File: src/rtl/pixel_run_encoder_if.sv
// ---------------------------------------------------------------------------
// pixel_run_encoder_if
//
// Run-record stream from the encoder to its consumer. The head record is
// shown while o_RUN_VALID is high; a record is taken on a cycle where
// o_RUN_VALID and i_RUN_READY are both high.
//
// Signals
//   o_RUN_VALID  record available (FIFO non-empty)
//   i_RUN_READY  consumer accepts the head record
//   o_RUN_START  first column of the run
//   o_RUN_END    last column of the run
//   o_RUN_LINE   line the run was found on
//
// Modports
//   master  encoder side (drives the record, samples ready)
//   slave   consumer side (samples the record, drives ready)
// ---------------------------------------------------------------------------
interface pixel_run_encoder_if;
    logic        o_RUN_VALID;
    logic        i_RUN_READY;
    logic [15:0] o_RUN_START;
    logic [15:0] o_RUN_END;
    logic [15:0] o_RUN_LINE;

    modport master (
        output o_RUN_VALID,
        output o_RUN_START,
        output o_RUN_END,
        output o_RUN_LINE,
        input  i_RUN_READY
    );

    modport slave (
        input  o_RUN_VALID,
        input  o_RUN_START,
        input  o_RUN_END,
        input  o_RUN_LINE,
        output i_RUN_READY
    );
endinterface

File: src/rtl/pixel_run_encoder.sv
// ---------------------------------------------------------------------------
// pixel_run_encoder
//
// Binarizes a VGA-timed grayscale pixel stream against a programmable
// threshold, tracks column/line position, and encodes horizontal runs of
// bright pixels into {start, end, line} records held in a first-word
// fall-through FIFO for a downstream consumer.
//
// Parameters
//   MIN_RUN     shortest run (pixels) that produces a record
//   FIFO_DEPTH  run-record FIFO depth, power of two, 2..64
//
// Ports
//   CLK          sole clock, rising edge
//   RST_N        synchronous active-low reset
//   VGA_HS       horizontal sync, falling edge starts a new line
//   VGA_VS       vertical sync, falling edge starts a new frame
//   VGA_DE       active-pixel enable
//   GRAY         pixel luminance
//   THRESHOLD    binarization level, used every cycle
//   BINARY_FLAG  registered binary pixel
//   H_CNT        column of the pixel on BINARY_FLAG
//   V_CNT        line of the pixel on BINARY_FLAG
//   o_RUN_COUNT  runs stored this frame, saturating at 255
//   o_OVERFLOW   a run was dropped on a full FIFO this frame (sticky)
//   run_if       run-record valid/ready stream (master side)
//
// FSM (runs on the registered BINARY_FLAG stream)
//   state    | meaning
//   IDLE     | no open run, waiting for a flagged pixel
//   IN_RUN   | run open, extending end column while pixels stay flagged
// ---------------------------------------------------------------------------
module pixel_run_encoder #(
    parameter int MIN_RUN    = 2,
    parameter int FIFO_DEPTH = 16
) (
    input  logic        CLK,
    input  logic        RST_N,
    input  logic        VGA_HS,
    input  logic        VGA_VS,
    input  logic        VGA_DE,
    input  logic [7:0]  GRAY,
    input  logic [7:0]  THRESHOLD,
    output logic        BINARY_FLAG,
    output logic [15:0] H_CNT,
    output logic [15:0] V_CNT,
    output logic [7:0]  o_RUN_COUNT,
    output logic        o_OVERFLOW,
    pixel_run_encoder_if.master run_if
);

    localparam int             AW      = $clog2(FIFO_DEPTH);
    localparam logic [16:0]    MIN_LEN = 17'(MIN_RUN);
    localparam logic [0:0]     S_IDLE   = 1'b0;
    localparam logic [0:0]     S_IN_RUN = 1'b1;

    // -----------------------------------------------------------------------
    // Sync edge detection. Both stages clear in reset, so a falling edge can
    // only be seen once a high level has been sampled after release, i.e.
    // two clocks of RST_N=1 at the earliest.
    // -----------------------------------------------------------------------
    logic r_hs_d1, r_hs_d2;
    logic r_vs_d1, r_vs_d2;
    logic w_hs_fall, w_vs_fall;

    always_ff @(posedge CLK) begin
        if (!RST_N) begin
            r_hs_d1 <= 1'b0;
            r_hs_d2 <= 1'b0;
            r_vs_d1 <= 1'b0;
            r_vs_d2 <= 1'b0;
        end else begin
            r_hs_d1 <= VGA_HS;
            r_hs_d2 <= r_hs_d1;
            r_vs_d1 <= VGA_VS;
            r_vs_d2 <= r_vs_d1;
        end
    end

    assign w_hs_fall = r_hs_d2 & ~r_hs_d1;
    assign w_vs_fall = r_vs_d2 & ~r_vs_d1;

    // -----------------------------------------------------------------------
    // Column / line counters
    // -----------------------------------------------------------------------
    logic [15:0] r_col;
    logic [15:0] r_line;

    always_ff @(posedge CLK) begin
        if (!RST_N) begin
            r_col  <= 16'd0;
            r_line <= 16'd0;
        end else begin
            if (w_hs_fall)
                r_col <= 16'd0;
            else if (VGA_DE)
                r_col <= r_col + 16'd1;

            // Frame start wins over a coincident line start.
            if (w_vs_fall)
                r_line <= 16'd0;
            else if (w_hs_fall)
                r_line <= r_line + 16'd1;
        end
    end

    // -----------------------------------------------------------------------
    // Binarization stage: flag and its coordinates leave together.
    // -----------------------------------------------------------------------
    logic        r_flag;
    logic [15:0] r_hcnt;
    logic [15:0] r_vcnt;

    always_ff @(posedge CLK) begin
        if (!RST_N) begin
            r_flag <= 1'b0;
            r_hcnt <= 16'd0;
            r_vcnt <= 16'd0;
        end else begin
            r_flag <= VGA_DE && (GRAY >= THRESHOLD);
            r_hcnt <= r_col;
            r_vcnt <= r_line;
        end
    end

    assign BINARY_FLAG = r_flag;
    assign H_CNT       = r_hcnt;
    assign V_CNT       = r_vcnt;

    // -----------------------------------------------------------------------
    // Run FSM
    // -----------------------------------------------------------------------
    logic [0:0]  r_state;
    logic [15:0] r_start;
    logic [15:0] r_end;
    logic [15:0] r_run_line;
    logic        r_push_pend;
    logic [47:0] r_push_rec;
    logic        w_close;
    logic [16:0] w_len;
    logic        w_keep;

    // A sync edge forces the open run closed; the flagged pixel seen on that
    // cycle belongs to the old position and is not appended.
    assign w_close = (r_state == S_IN_RUN) && (!r_flag || w_hs_fall || w_vs_fall);
    assign w_len   = {1'b0, r_end - r_start} + 17'd1;
    assign w_keep  = (w_len >= MIN_LEN);

    always_ff @(posedge CLK) begin
        if (!RST_N) begin
            r_state     <= S_IDLE;
            r_start     <= 16'd0;
            r_end       <= 16'd0;
            r_run_line  <= 16'd0;
            r_push_pend <= 1'b0;
            r_push_rec  <= 48'd0;
        end else begin
            r_push_pend <= 1'b0;
            case (r_state)
                S_IDLE: begin
                    if (r_flag) begin
                        r_state    <= S_IN_RUN;
                        r_start    <= r_hcnt;
                        r_end      <= r_hcnt;
                        r_run_line <= r_vcnt;
                    end
                end
                S_IN_RUN: begin
                    if (w_close) begin
                        r_state     <= S_IDLE;
                        r_push_pend <= w_keep;
                        r_push_rec  <= {r_start, r_end, r_run_line};
                    end else begin
                        r_end <= r_hcnt;
                    end
                end
                default: r_state <= S_IDLE;
            endcase
        end
    end

    // -----------------------------------------------------------------------
    // Run-record FIFO (first-word fall-through). Pointers carry one extra
    // wrap bit so full and empty are distinguishable without a counter.
    // -----------------------------------------------------------------------
    logic [47:0] r_mem [FIFO_DEPTH];
    logic [AW:0] r_wr_ptr;
    logic [AW:0] r_rd_ptr;
    logic        w_empty;
    logic        w_full;
    logic        w_pop;
    logic        w_push;
    logic        w_drop;
    logic [47:0] w_head;

    assign w_empty = (r_wr_ptr == r_rd_ptr);
    assign w_full  = (r_wr_ptr[AW] != r_rd_ptr[AW]) &&
                     (r_wr_ptr[AW-1:0] == r_rd_ptr[AW-1:0]);
    assign w_pop   = !w_empty && run_if.i_RUN_READY;
    // A full FIFO still takes the record when the head leaves on the same cycle.
    assign w_push  = r_push_pend && (!w_full || w_pop);
    assign w_drop  = r_push_pend && w_full && !w_pop;

    always_ff @(posedge CLK) begin
        if (w_push)
            r_mem[r_wr_ptr[AW-1:0]] <= r_push_rec;
    end

    always_ff @(posedge CLK) begin
        if (!RST_N) begin
            r_wr_ptr <= '0;
            r_rd_ptr <= '0;
        end else begin
            if (w_push)
                r_wr_ptr <= r_wr_ptr + 1'b1;
            if (w_pop)
                r_rd_ptr <= r_rd_ptr + 1'b1;
        end
    end

    // Storage is not reset, so the fields are masked while nothing is held.
    assign w_head             = w_empty ? 48'd0 : r_mem[r_rd_ptr[AW-1:0]];
    assign run_if.o_RUN_VALID = !w_empty;
    assign run_if.o_RUN_START = w_head[47:32];
    assign run_if.o_RUN_END   = w_head[31:16];
    assign run_if.o_RUN_LINE  = w_head[15:0];

    // -----------------------------------------------------------------------
    // Per-frame statistics. The FIFO itself survives a frame start so the
    // consumer can keep draining; only the statistics restart. A push on the
    // frame-start cycle belongs to the new frame.
    // -----------------------------------------------------------------------
    logic [7:0] r_run_count;
    logic       r_overflow;

    always_ff @(posedge CLK) begin
        if (!RST_N) begin
            r_run_count <= 8'd0;
            r_overflow  <= 1'b0;
        end else if (w_vs_fall) begin
            r_run_count <= w_push ? 8'd1 : 8'd0;
            r_overflow  <= w_drop;
        end else begin
            if (w_push && (r_run_count != 8'hFF))
                r_run_count <= r_run_count + 8'd1;
            if (w_drop)
                r_overflow <= 1'b1;
        end
    end

    assign o_RUN_COUNT = r_run_count;
    assign o_OVERFLOW  = r_overflow;

endmodule

File: src/flat_wrapper.sv
// flat-port wrapper written by rule: the top's interface ports become plain ports
module pixel_run_encoder_flat 
#(
    parameter int MIN_RUN    = 2,
    parameter int FIFO_DEPTH = 16
)
  (CLK, RST_N, VGA_HS, VGA_VS, VGA_DE, GRAY, THRESHOLD, BINARY_FLAG, H_CNT, V_CNT, o_RUN_COUNT, o_OVERFLOW, run_if_o_RUN_VALID, run_if_o_RUN_START, run_if_o_RUN_END, run_if_o_RUN_LINE, run_if_i_RUN_READY);
  pixel_run_encoder_if run_if_i ();
  input  logic CLK;
  input  logic RST_N;
  input  logic VGA_HS;
  input  logic VGA_VS;
  input  logic VGA_DE;
  input  logic [7:0] GRAY;
  input  logic [7:0] THRESHOLD;
  output logic BINARY_FLAG;
  output logic [15:0] H_CNT;
  output logic [15:0] V_CNT;
  output logic [7:0] o_RUN_COUNT;
  output logic o_OVERFLOW;
  output wire logic [$bits(run_if_i.o_RUN_VALID)-1:0] run_if_o_RUN_VALID;
  output wire logic [$bits(run_if_i.o_RUN_START)-1:0] run_if_o_RUN_START;
  output wire logic [$bits(run_if_i.o_RUN_END)-1:0] run_if_o_RUN_END;
  output wire logic [$bits(run_if_i.o_RUN_LINE)-1:0] run_if_o_RUN_LINE;
  input wire logic [$bits(run_if_i.i_RUN_READY)-1:0] run_if_i_RUN_READY;
  assign run_if_o_RUN_VALID = run_if_i.o_RUN_VALID;
  assign run_if_o_RUN_START = run_if_i.o_RUN_START;
  assign run_if_o_RUN_END = run_if_i.o_RUN_END;
  assign run_if_o_RUN_LINE = run_if_i.o_RUN_LINE;
  assign run_if_i.i_RUN_READY = run_if_i_RUN_READY;
  pixel_run_encoder #(.MIN_RUN(MIN_RUN), .FIFO_DEPTH(FIFO_DEPTH)) u_core (.CLK(CLK), .RST_N(RST_N), .VGA_HS(VGA_HS), .VGA_VS(VGA_VS), .VGA_DE(VGA_DE), .GRAY(GRAY), .THRESHOLD(THRESHOLD), .BINARY_FLAG(BINARY_FLAG), .H_CNT(H_CNT), .V_CNT(V_CNT), .o_RUN_COUNT(o_RUN_COUNT), .o_OVERFLOW(o_OVERFLOW), .run_if(run_if_i));
endmodule
File: config.mk
export PLATFORM = sky130hd
export DESIGN_NAME = pixel_run_encoder_flat
export DESIGN_NICKNAME = d
export VERILOG_FILES = /design/src/rtl/pixel_run_encoder_if.sv /design/src/rtl/pixel_run_encoder.sv /design/src/flat_wrapper.sv
export SDC_FILE = /design/constraint.sdc
export NUM_CORES = 1
export LEC_CHECK = 0
export ABC_AREA = 1
export CORE_MARGIN = 8
export CORE_UTILIZATION = 35
export DETAILED_ROUTE_END_ITERATION = 16
export GPL_ROUTABILITY_DRIVEN = 0
export GPL_TIMING_DRIVEN = 0
export SYNTH_ARGS = -nofsm -noshare
export SYNTH_HDL_FRONTEND = slang
export SYNTH_SLANG_ARGS = --single-unit
File: constraint.sdc
create_clock -name CLK -period 3.45 [get_ports CLK]
set_input_delay 0.69 -clock CLK [delete_from_list [all_inputs] [get_ports CLK]]
set_output_delay 0.69 -clock CLK [all_outputs]
set_load 0.02 [all_outputs]
==> results.yml <==
timing:
  final_hold_viol_count: 0
  worst_max_slew_pin_slew_ns: 1.08
  max-slew-margin-rel_pct: 27.8
  slew_viol_final: 0
  fmaxAchievable_mhz: 293
  rsz0062_at_grt: "yes"
  final.setup_skew_ns: 0.0237
  tns_ns: 0
  timing.final.crit_share_pct: 99.1
  finalWorstPathRequiredPeriod_ns: 3.42
  setup_viol: 0
  finalHoldWorstSlack_ns: 0.425
power_and_ir_drop:
  comb_power_share_pct: 17.0
  share_seq_of_total_power_pct: 46.4
  ir_drop_mv: 0.362
  power.static_leakage_nw: 16.5
  total_power_mw: 27.7
  cell_internal_pwr_mw: 20.0
  sw_frac_of_total_pct: 27.7
  power_switching_mw: 7.66
  clkPwrFrac_pct: 36.7
  power.density_mw_per_mm2: 592
synth:
  synth.area.top_cells: "sky130_fd_sc_hd__edfxtp_1 (59%), sky130_fd_sc_hd__dfxtp_1 (9.8%), sky130_fd_sc_hd__mux2i_1 (5.0%), sky130_fd_sc_hd__a21oi_1 (4.1%), sky130_fd_sc_hd__o21ai_0 (4.0%)"
  syn_avg_cell_area_um2: 12.0
  postSynthCellCount: 3231
  synth_async_sr_flop_share_pct: 0
  ys_seq_elements: 958
  synth_common_cells: "sky130_fd_sc_hd__edfxtp_1 (768), sky130_fd_sc_hd__inv_1 (355), sky130_fd_sc_hd__a21oi_1 (317), sky130_fd_sc_hd__o21ai_0 (314), sky130_fd_sc_hd__nor2_1 (222)"
  synthDominantAreaCellType: "sky130_fd_sc_hd__edfxtp_1"
  synth.cell_area_mm2: 0.0389
  synthFlopType: "sky130_fd_sc_hd__edfxtp_1"
  seq_total_area_yosys_pct: 69.0
  synth-edff-count: 768
  synthDistinctLibCells: 44
  yosysTopAreaCellShare_pct: 59.3
  yosysMostFrequentCell: "sky130_fd_sc_hd__edfxtp_1"
  syn-num-nets: 3287
  synth-warning-count: 0
clocking:
  cts.sinks: 958
  number_of_hold_buffers_added_after_cts: 0
  cts_buffer_depth: 3
  cts-buffers-inserted: 98
  cts_tree: "yes"
  h_tree_level_count: 3
  root_buffer: "sky130_fd_sc_hd__clkbuf_16"
  cts.reportedPaths.clkPinSlew_ns: 0.06
  clock_latency_reported_for_the_late_side_of_the_worst_skew_pair_ns: 0.66
routing:
  avgRoutedWirePerCell_um: 22.3
  route.final.wire_length_mm: 112
  drt_first_iter_violations: 2470
  detail_route.vias_per_cell: 5.16
  antenna_left: 0
  remaining_drc_errors: 0
  first_pass_iters: 6
  routed-via-count: 26027
place:
  io_buffer_count: 111
  dp.cells: 4862
  place_hpwl_mm: 76.1
  postPlaceCellArea_mm2: 0.0427
run:
  timing.max_cap.violations: 0
worst_hold_path:
  hold_path.class: "register to register"
floorplanning:
  fp.coreArea_mm2: 0.111
  floorplan.die_area_mm2: 0.122
  chip_width_um: 349
  top_level_ports: 113
  starting_utilization_of_the_core_area_pct: 35.2
  height_of_the_die_um: 349
  fp-row-count: 122
global_routing:
  global_route_wire_length_before_repair_mm: 164
  grt_use_total_pct: 17.7
  grt_overflow_total: 0
  antenna_found_initial: 1
  grt_pass1_vias: 24971
  grt_max_degree: 26
worst_setup_path:
  timing.critical_path.arrival_ns: 2.73
  worst_path_max_delay_cell: "sky130_fd_sc_hd__dfxtp_1"
  timing.critical_path.fanout_max: 10
  cp.required_ns: 2.76
  timing.critical_path.mode_cell: "sky130_fd_sc_hd__buf_12"
  critPathCaptureType: "output pin"
  cp_cell_sequence: "buf_12, buf_16, buf_12, clkbuf_8, a21oi_1, o21ai_0, o211ai_1, nand3_2, a21oi_4, buf_6"
  worstSetupPathType: "register to output pin"
  critical_path.startpoint_type: "register"
  worst_path_largest_cell_delay_ns: 0.33
final_layout:
  drive_gt1_share_pct: 13.0
  synthToLayoutAreaGrowth_pct: 20.1
  layout.nets: 3534
  finalNonFillerCells: 5048
  postLayoutCellArea_mm2: 0.0467
run_status:
  run_status: "complete, no violations"
worst max-delay path, delay by kind of cell, from the launching register on:
kind / cells / cell delay (ns)
buffers and inverters: 5 / 0.86
AND/OR/NAND/NOR: 1 / 0.16
AO/OA/AOI/OAI: 4 / 0.69
flip-flops: 1 / 0.33
cell families (layout without fill, tap and decap cells):
logic type	count (synthesis)	in the layout	synth area share (%)
AND/OR/NAND/NOR	655	655	7.24
AO/OA/AOI/OAI	839	839	12.1
buffers and inverters	544	872	5.34
XOR/XNOR	8	8	0.180
adder cells (fa/ha/maj)	34	34	1.11
flip-flops	958	958	69.0
multiplexers	193	193	4.96
other	0	1	0
cells in the final DEF (no fill, tap or decap), drive strengths merged, types with 2 or more instances in the layout:
master,n
clkbuf,247
mux2i,193
ha,33
nor3,23
or3,2
o21a,4
o21ai,315
clkinvlp,2
dfxtp,190
a21oi,318
and3,2
clkdlybuf4s50,63
a21o,2
bufinv,5
xnor2,2
xor2,6
o21bai,2
buf,137
or2,5
nand4,11
nor4,2
inv,369
nand3,153
o211ai,192
nand2,225
clkinv,48
a31oi,2
nor2,227
nand3b,3
edfxtp,768
what timing repair did:
item | 4_1_cts | 5_1_grt
endpoints found under the hold margin | 0 | 0
gates cloned | 0 | 2
pin swaps | 49 | 58
setup buffers | 4 | 1
endpoints found under the setup margin | 48 | 44
resized for setup | 464 | 122
flip-flops by register name, summed over array words and instances (netlist names), named ones only:
| signal | flops |
|---|---|
| u_core.r_state | 1 |
| u_core.r_vs_d1 | 1 |
| u_core.BINARY_FLAG | 1 |
| u_core.H_CNT | 16 |
| u_core.o_OVERFLOW | 1 |
| u_core.r_mem | 768 |
| u_core.V_CNT | 16 |
| u_core.r_run_line | 16 |
| u_core.r_line | 16 |
| u_core.r_rd_ptr | 5 |
| u_core.r_hs_d1 | 1 |
| u_core.r_start | 16 |
| u_core.r_vs_d2 | 1 |
| u_core.o_RUN_COUNT | 8 |
| u_core.r_col | 16 |
| u_core.r_wr_ptr | 5 |
| u_core.r_hs_d2 | 1 |
| u_core.r_push_pend | 1 |
| u_core.r_push_rec | 48 |
| u_core.r_end | 16 |
stage by stage:
| step | utilization (%) | worst slack (ns) |
|---|---|---|
| after floorplan | - | -0.202 |
| after global placement | 37.9 | -3.91 |
| after detailed placement | 38.6 | -1.33 |
| after CTS | 42.0 | -0.0405 |
| after global routing | 42.3 | -0.0486 |
| final | 42.3 | 0.0321 |
power by group through the flow:
stage          clock network, mW  logic (mW)  registers, mW
3_3_place_gp                   0        4.20           13.1
4_1_cts                     10.3        4.52           12.8
2_1_floorplan                  0        2.62           13.0
3_5_place_dp                   0        4.24           13.1
6_report                    10.1        4.69           12.8
5_1_grt                     10.7        5.09           12.8
final cells by class:
type,count,area (µm²)
multi-input cells,1729,10500
flip-flops and latches,958,26900
clock inverters,56,434
clock buffers,125,2620
diodes,1,2.50
plain buffers,173,1250
inverters,368,1380
fillers,10250,63800
repair buffers,150,1820
well taps,1488,1860
worst paths after layout:
path / start / endpoint / slack, ns / cells past startpoint
hold / removal: u_core.r_col[14] / u_core.H_CNT[14] / 0.43 / 2
hold reg to reg: u_core.r_col[14] / u_core.H_CNT[14] / 0.43 / 2
setup / recovery: register / run_if_o_RUN_START[15] / 0.03 / 10
setup reg to reg: u_core.r_wr_ptr[3] / u_core.r_mem[8][38] / 0.38 / 10
per-layer routing:
layer	global-route usage (%)	wire length (µm)	up-vias
li1	-	-	12064
met1	23.4	47600	12841
met2	29.9	53900	940
met3	2.63	7650	180
met4	5.97	3180	2
met5	0	7	-
Power figures use the tool's default switching activity.
